--- config.mk ---
export PLATFORM = sky130hd
export DESIGN_NAME = pipibibs_snd_latch
export DESIGN_NICKNAME = d
export VERILOG_FILES = /design/src/rtl/pipibibs_snd_latch.sv
export SDC_FILE = /design/constraint.sdc
export NUM_CORES = 1
export LEC_CHECK = 0
export ABC_AREA = 1
export ABC_CLOCK_PERIOD_IN_PS = 2000
export BUFFER_PORTS_ARGS = -buffer_cell sky130_fd_sc_hd__buf_2
export CORE_MARGIN = 5
export CORE_UTILIZATION = 45
export DETAILED_ROUTE_END_ITERATION = 12
export PLACE_DENSITY = 0.65
export SLEW_MARGIN = 10
export SYNTH_ARGS = -nofsm -noshare
export SYNTH_HDL_FRONTEND = slang
export SYNTH_SLANG_ARGS = --single-unit
--- constraint.sdc ---
create_clock -name CLK96 -period 2 [get_ports CLK96]
set_input_delay 0.2 -clock CLK96 [delete_from_list [all_inputs] [get_ports CLK96]]
set_output_delay 0.2 -clock CLK96 [all_outputs]
set_load 0.005 [all_outputs]
--- src/rtl/pipibibs_snd_latch.sv ---
// PiPiBiBi 68000-to-Z80 sound command FIFO with SOUNDLATCH head register and Z80 IRQ handshake.
// Define PIPIBIBS_SND_REPLY_EN to add the Z80-to-68k reply latch with pending flag.
module pipibibs_snd_latch #(
   parameter int DEPTH = 4,
   parameter int AW    = 2
) (
   input  logic       CLK96,
   input  logic       RESET96,
   input  logic       M68K_WR,
   input  logic [7:0] M68K_DIN,
   output logic [7:0] M68K_STATUS,
   input  logic       M68K_OVF_CLR,
   input  logic       Z80_RD,
   output logic [7:0] SOUNDLATCH,
   output logic       Z80_INT_N,
   input  logic       Z80_IACK,
   input  logic       Z80_WR,
   input  logic [7:0] Z80_DIN,
   input  logic       M68K_RD_REPLY,
   output logic [7:0] M68K_REPLY
);

   localparam logic [AW:0] FULL_CNT = (AW+1)'(DEPTH);

   typedef enum logic [1:0] {ST_IDLE, ST_REQ, ST_ACKED} intState_t;

   intState_t     r_state, w_stateNext;
   logic [7:0]    r_mem [DEPTH];
   logic [AW-1:0] r_wptr, r_rptr, w_rptrNext;
   logic [AW:0]   r_count, w_countNext;
   logic [7:0]    r_soundLatch, w_headNext;
   logic          r_wrD, r_rdD, r_iackD;
   logic          r_full, r_empty, r_ovf;
   logic          w_push, w_pop, w_iack, w_pushOk, w_popOk, w_ovfSet;
   logic          w_replyPend;

   always_ff @(posedge CLK96 or posedge RESET96) begin
      if (RESET96) begin
         r_wrD   <= 1'b0;
         r_rdD   <= 1'b0;
         r_iackD <= 1'b0;
      end else begin
         r_wrD   <= M68K_WR;
         r_rdD   <= Z80_RD;
         r_iackD <= Z80_IACK;
      end
   end

   assign w_push = M68K_WR && !r_wrD;
   assign w_pop  = Z80_RD && !r_rdD;
   assign w_iack = Z80_IACK && !r_iackD;

   // A pop in the same cycle frees a slot, so a push into a full FIFO is still accepted.
   assign w_popOk    = w_pop && (r_count != '0);
   assign w_pushOk   = w_push && ((r_count != FULL_CNT) || w_popOk);
   assign w_ovfSet   = w_push && !w_pushOk;
   assign w_rptrNext = w_popOk ? r_rptr + AW'(1) : r_rptr;

   always_comb begin
      w_countNext = r_count;
      if (w_pushOk && !w_popOk)
         w_countNext = r_count + (AW+1)'(1);
      else if (!w_pushOk && w_popOk)
         w_countNext = r_count - (AW+1)'(1);
   end

   // Bypass the byte being written when it lands in the slot that becomes the new head.
   always_comb begin
      w_headNext = r_mem[w_rptrNext];
      if (w_pushOk && (r_wptr == w_rptrNext))
         w_headNext = M68K_DIN;
   end

   always_ff @(posedge CLK96) begin
      if (w_pushOk)
         r_mem[r_wptr] <= M68K_DIN;
   end

   always_ff @(posedge CLK96 or posedge RESET96) begin
      if (RESET96) begin
         r_wptr       <= '0;
         r_rptr       <= '0;
         r_count      <= '0;
         r_soundLatch <= 8'hFF;
         r_full       <= 1'b0;
         r_empty      <= 1'b1;
         r_ovf        <= 1'b0;
      end else begin
         if (w_pushOk)
            r_wptr <= r_wptr + AW'(1);
         r_rptr  <= w_rptrNext;
         r_count <= w_countNext;
         if (w_countNext != '0)
            r_soundLatch <= w_headNext;
         r_full  <= (w_countNext == FULL_CNT);
         r_empty <= (w_countNext == '0);
         if (w_ovfSet)
            r_ovf <= 1'b1;
         else if (M68K_OVF_CLR)
            r_ovf <= 1'b0;
      end
   end

   always_ff @(posedge CLK96 or posedge RESET96) begin
      if (RESET96)
         r_state <= ST_IDLE;
      else
         r_state <= w_stateNext;
   end

   // A Z80 that drains the FIFO without acknowledging also drops the request.
   always_comb begin
      w_stateNext = r_state;
      case (r_state)
         ST_IDLE:
            if (w_countNext != '0)
               w_stateNext = ST_REQ;
         ST_REQ:
            if (w_countNext == '0)
               w_stateNext = ST_IDLE;
            else if (w_iack)
               w_stateNext = ST_ACKED;
         ST_ACKED:
            if (w_countNext == '0)
               w_stateNext = ST_IDLE;
            else if (w_popOk)
               w_stateNext = ST_REQ;
         default:
            w_stateNext = ST_IDLE;
      endcase
   end

`ifdef PIPIBIBS_SND_REPLY_EN
   logic       r_z80WrD, r_m68kRdD, r_replyPend;
   logic [7:0] r_reply;

   always_ff @(posedge CLK96 or posedge RESET96) begin
      if (RESET96) begin
         r_z80WrD    <= 1'b0;
         r_m68kRdD   <= 1'b0;
         r_replyPend <= 1'b0;
         r_reply     <= 8'h00;
      end else begin
         r_z80WrD  <= Z80_WR;
         r_m68kRdD <= M68K_RD_REPLY;
         if (Z80_WR && !r_z80WrD) begin
            r_reply     <= Z80_DIN;
            r_replyPend <= 1'b1;
         end else if (M68K_RD_REPLY && !r_m68kRdD) begin
            r_replyPend <= 1'b0;
         end
      end
   end

   assign M68K_REPLY  = r_reply;
   assign w_replyPend = r_replyPend;
`else
   logic w_unusedReply;
   assign w_unusedReply = ^{Z80_WR, Z80_DIN, M68K_RD_REPLY};
   assign M68K_REPLY    = 8'h00;
   assign w_replyPend   = 1'b0;
`endif

   assign SOUNDLATCH  = r_soundLatch;
   assign Z80_INT_N   = (r_state != ST_REQ);
   assign M68K_STATUS = {4'b0000, w_replyPend, r_ovf, r_empty, r_full};

endmodule

; ---- Yosys cells after proc, flatten, opt, wreduce, memory -nomap -nowiden
; Memories as Yosys holds them, arrays and structs flattened. A register that Yosys moved wholly into a read port is not among the register bits.
; Index checks and enable logic that the tools add are counted.
[totals]
ff_bits = 15
ram_bits = 32
inputBits = 24
out_inout_bits = 25
word_cells = 56
mem_count = 1
[classes]
n_addsub = 4
n_eq_ne = 8
muxes = 13
n_reduce_logical = 20
[memory_table]
columns = memory, words, word_bits, rd, rd_ports_with_merged_regs, wr, line_no
row1 = r_mem, 4, 8, 1, 1, 1, 28  ; logic [7:0] r_mem [DEPTH];
[ops]
columns = cell, count
row1 = 2-bit 2-to-1 mux, 6
row2 = "3-bit inequality test, second input constant", 3
row3 = 1-bit logical AND, 8
row4 = 3-bit 2-to-1 mux, 2
row5 = 2-bit case mux with 3 select lines, 1
row6 = 3-bit nonzero test, 2
row7 = 1-bit logical NOT, 5
row8 = "2-bit by 1-bit adder with 2-bit output, second input constant", 2
row9 = 1-bit 2-to-1 mux, 4
row10 = "3-bit by 1-bit adder with 3-bit output, second input constant", 1
row11 = "3-bit equality test, second input constant", 1
row12 = 3-bit logical NOT, 1
row13 = 3-bit AND reduction, 1
row14 = "3-bit by 1-bit subtractor with 3-bit output, second input constant", 1
row15 = "2-bit by 1-bit equality test with 1-bit output, second input constant", 1
row16 = "2-bit equality test, second input constant", 1
row17 = 2-bit logical NOT, 1
row18 = "2-bit by 1-bit inequality test with 1-bit output, second input constant", 1
row19 = "2-bit inequality test, second input constant", 1
row20 = 2-bit nonzero test, 1
row21 = 1-bit logical OR, 1

; ---- Logic depth before layout (Yosys ltp)
[logic_depth]
ltp_word = 12
ltp_mapped = 14
depth_no_buf = 14

; ---- Worst setup path after synthesis
; OpenSTA, ideal clock, no wires.
[synth_timing]
path_type = register to register
start = reg r_count[0]
end = mem r_mem[0][0] (enable)
setup_ns = 0.371
t_arrival_ns = 1.345
required_ns = 1.629
slack_ns = 0.285
stages_incl_launch_ff = 6
period_less_slack_ns = 1.715
cell_sequence = dfrtp_1 -> inv_1 -> ha_1 -> nand2_1 -> o21ai_2 -> nor2_1
[synth_between]
elab_chain_len = 6
elab_cells_between_ends = 7
classes_between = eq/ne (1) / mux (2) / reduce/logical (4)
[synth_lines]
columns = item, line_no
row1 = start: declaration, 30  ; logic [AW:0] r_count, w_countNext;
row2 = start signal: assignment, 92  ; r_count <= w_countNext;
row3 = 3-bit nonzero test, 54  ; assign w_popOk = w_pop && (r_count != '0);
row4 = 1-bit logical AND, 54
row5 = 1-bit logical OR *, 55  ; assign w_pushOk = w_push && ((r_count != FULL_CNT) || w_popOk);
row6 = 1-bit logical AND *, 55
row7 = 1-bit 2-to-1 mux *, 75  ; if (w_pushOk)
row8 = 1-bit 2-to-1 mux (implied by the code) *, 76  ; r_mem[r_wptr] <= M68K_DIN;
row9 = end: declaration, 28
; Mark *: on every way between the ends. The rest lies on a longest branch, timed or not.

; ---- Worst setup path after layout
[layout_timing]
start = in Z80_RD
end = reg r_soundLatch[1], in the netlist SOUNDLATCH[1] (read register of r_mem)
[layout_between]
elab_chain_len = 9
elab_cells_between_ends = 12
classes_between = mux (3) / reduce/logical (9)
[layout_lines]
columns = item, line_no
row1 = start: declaration, 13  ; input logic Z80_RD,
row2 = 1-bit logical AND *, 50  ; assign w_pop = Z80_RD && !r_rdD;
row3 = 1-bit logical AND *, 54
row4 = 1-bit logical OR, 55
row5 = 1-bit logical AND, 55
row6 = 1-bit logical NOT, 63  ; else if (!w_pushOk && w_popOk)
row7 = 1-bit logical AND, 63
row8 = 3-bit 2-to-1 mux, 63
row9 = 3-bit 2-to-1 mux, 61  ; if (w_pushOk && !w_popOk)
row10 = 3-bit nonzero test, 93  ; if (w_countNext != '0)
row11 = end: declaration, 31  ; logic [7:0] r_soundLatch, w_headNext;
; Marked as above.
; A chain may end at the register's enable or synchronous reset.

==> run metrics <==
Final Util between 50 and 60%; Final min period between 1500 and 2000 ps; Adder-Cell Fraction of Synth Area roughly 3.3%; Slew Limit Fails 0; CP Class in -> reg; flops & latches, synth 55; ys async rst share a little over two fifths; startpoint types primary input; dpl hpwl about 3500 µm; PD cells about 1400 nW/µm²; number of synthesized flops with an enable pin 32; DR iter-0 viols 54; VDD IR max 0.0007022 V; complex-gate fraction of the synthesized area approximately 1.8%; first-pass GRT wire length 8142 µm; vias post-DR between 1500 and 2000; setup TNS 0 ps; post-route cell area 3062 µm²; status finished, final reports clean; largest family of logic cells by synthesized area simple AND/OR/NAND/NOR gates; initial antenna violation count 0; core area a little under 6000 µm²; area delta synth->final 14.51%; TritonCTS buffer count 5; Static Leak 0.001456 µW; critical path peak fanout 8; global route overflow 0; relative slew slack 58.29%; Highest Clock Rate between 0.5 and 0.6 GHz; first drt pass iteration count 4; FILL cells slightly above 500; Port Buffers 25; # clock sinks 55; Max Buffers Root-to-Sink 2; # setup viols final 0; Req. time, crit path 2250 ps; Vias per Instance ~4.6; Worst Hold Class in -> reg; CTS clk-pin slew, worst paths approximately 100 ps; most common cell after layout, fill and taps aside nand2_1; share of layout cells above drive strength 1 24.29%; TritonCTS clock tree done; Cell Count, Final, Fillers Out 392; overall power 4238 µW; ys flop type edfxtp_1; clock skew 11.45 ps; H-tree levels 2; commonest cells after routing, fill and taps aside nand2_1 (89), edfxtp_1 (32), inv_1 (30), nand3_1 (30), buf_2 (25); drt drc 0; Die ar. between 7000 and 8000 µm²; Final Hold Vio Count 0; post-synthesis instance total 273; largest net degree at the start of global routing 20; multiplexer share of the synthesized area 0%; Initial Util between 40% and 50%; CTS Root Cell clkbuf_8; max_cap viols 0; Ys Warns 0; Worst EP arrival ~2100 ps; Avg WL per Cell roughly 13 µm; CP Capture Type flop; synthesized area per cell between 9 and 10 µm²; Die X-Extent between 80 and 90 µm; cell count after placement roughly 380; worst skew pair latency just over 300 ps; Mapped Area approximately 2700 µm²; final WL a little under 5000 µm; IO Pins 49; Routed Antenna Nets 0; RSZ-0062 raised after global routing yes; DIE HEIGHT approximately 87 µm; Core Rows 28; Synth Area in Simple Gates between 20% and 30%; Slew @ Worst Pin 625.0 ps; Overall Global Routing Usage between 10% and 20%; sequential fraction of the synthesis area between 50 and 60%; number of global-route vias before repair 1681; Netlist cell types 29; Post-DP Area a little under 3000 µm²; Final Net Count between 300 and 400; Antenna diodes 0; XOR/XNOR Fraction of Synth Area less than 1%; gp weighted congestion 0.7500; period utilisation layout 94.14%
state kept, by name, indices dropped and copies added, names as in the netlist, 2 cells and up:
name        cells
SOUNDLATCH      8
r_count         3
r_mem          32
r_rptr          2
r_state         2
r_wptr          2
critical path: stages:
cell           delay, ps
dlygate4sd3_1        520
buf_2                110
inv_1                 50
nor2_4               210
nand2_4              120
nand2_2              110
nand2_4               80
nand2_1               70
nand3b_1             140
nor2_4               270
nand2_1               80
nand3_1              110
nand2_1               60
synth_stat cells (3+ instances only):
cell type,n,share of area [%]
inv_2,5,0.70
nand4_1,3,0.70
nor2_1,10,1.4
dfrtp_1,14,13
ha_1,7,3.3
buf_4,17,4.8
nand2_4,5,2.1
nand2_1,89,12
inv_1,30,4.2
nand3_1,30,5.6
edfxtp_1,32,36
dfstp_2,9,8.8
where the power goes:
group	total (µW)	switching, µW	internal [µW]
logic	1900	1160	740
registers	1680	136	1540
clock network	654	393	260
total	4240	1690	2540
final timing paths:
| check | startpoint | end | slack [ps] | cells past startpoint |
|---|---|---|---|---|
| worst max-delay path | Z80_RD | SOUNDLATCH[1] | 120 | 13 |
| worst max register to register | r_count[1] | SOUNDLATCH[1] | 130 | 12 |
| min in group asynchronous | RESET96 | r_state[1] | 490 | 3 |
| worst min-delay path | M68K_OVF_CLR | r_ovf | 50 | 2 |
| max in group asynchronous | RESET96 | r_count[0] | 930 | 4 |
| worst min register to register | SOUNDLATCH[4] | SOUNDLATCH[4] | 470 | 2 |
repair_timing:
action,in CTS,in global routing
resized for setup,0,6
hold buffers,4,0
setup endpoints to repair,0,9
hold endpoints to repair,8,0
buffers inserted,0,2
through the flow:
| stage | hold WS, ps | worst slack (ps) |
|---|---|---|
| 5_1_grt | 44.16 | -5.511 |
| 4_1_cts | 41.21 | 43.21 |
| 6_report | 50.96 | 117.2 |
| 2_1_floorplan | 195.3 | 284.7 |
| 3_3_place_gp | 302.8 | 133.0 |
| 3_5_place_dp | 311.5 | 94.41 |
metal layers:
metal / share of wire (%) / track usage (%) / up-vias
met3: 5.9 / 3.690 / 6
li1: - / - / 929
met1: 46 / 18.78 / 836
met5: 0 / 0 / -
met4: 1.6 / 5.807 / 0
met2: 46 / 22.57 / 49
layout make-up:
cell class | instances | area [µm²] | share of cell area [%]
clock buffer | 5 | 68.82 | 2.248
timing repair buffer | 43 | 282.8 | 9.236
inverter | 35 | 133.9 | 4.373
tap | 75 | 93.84 | 3.065
multi-input combinational | 176 | 907.1 | 29.63
clock inverter | 3 | 27.53 | 0.8991
sequential | 55 | 1548 | 50.55
kinds of logic after synthesis:
group,after synthesis
buffers and inverters,54
flip-flops,55
AND/OR/NAND/NOR,146
XOR/XNOR,3
other,1
adder cells (fa/ha/maj),7
AO/OA/AOI/OAI,7
Power figures use the tool's default switching activity.
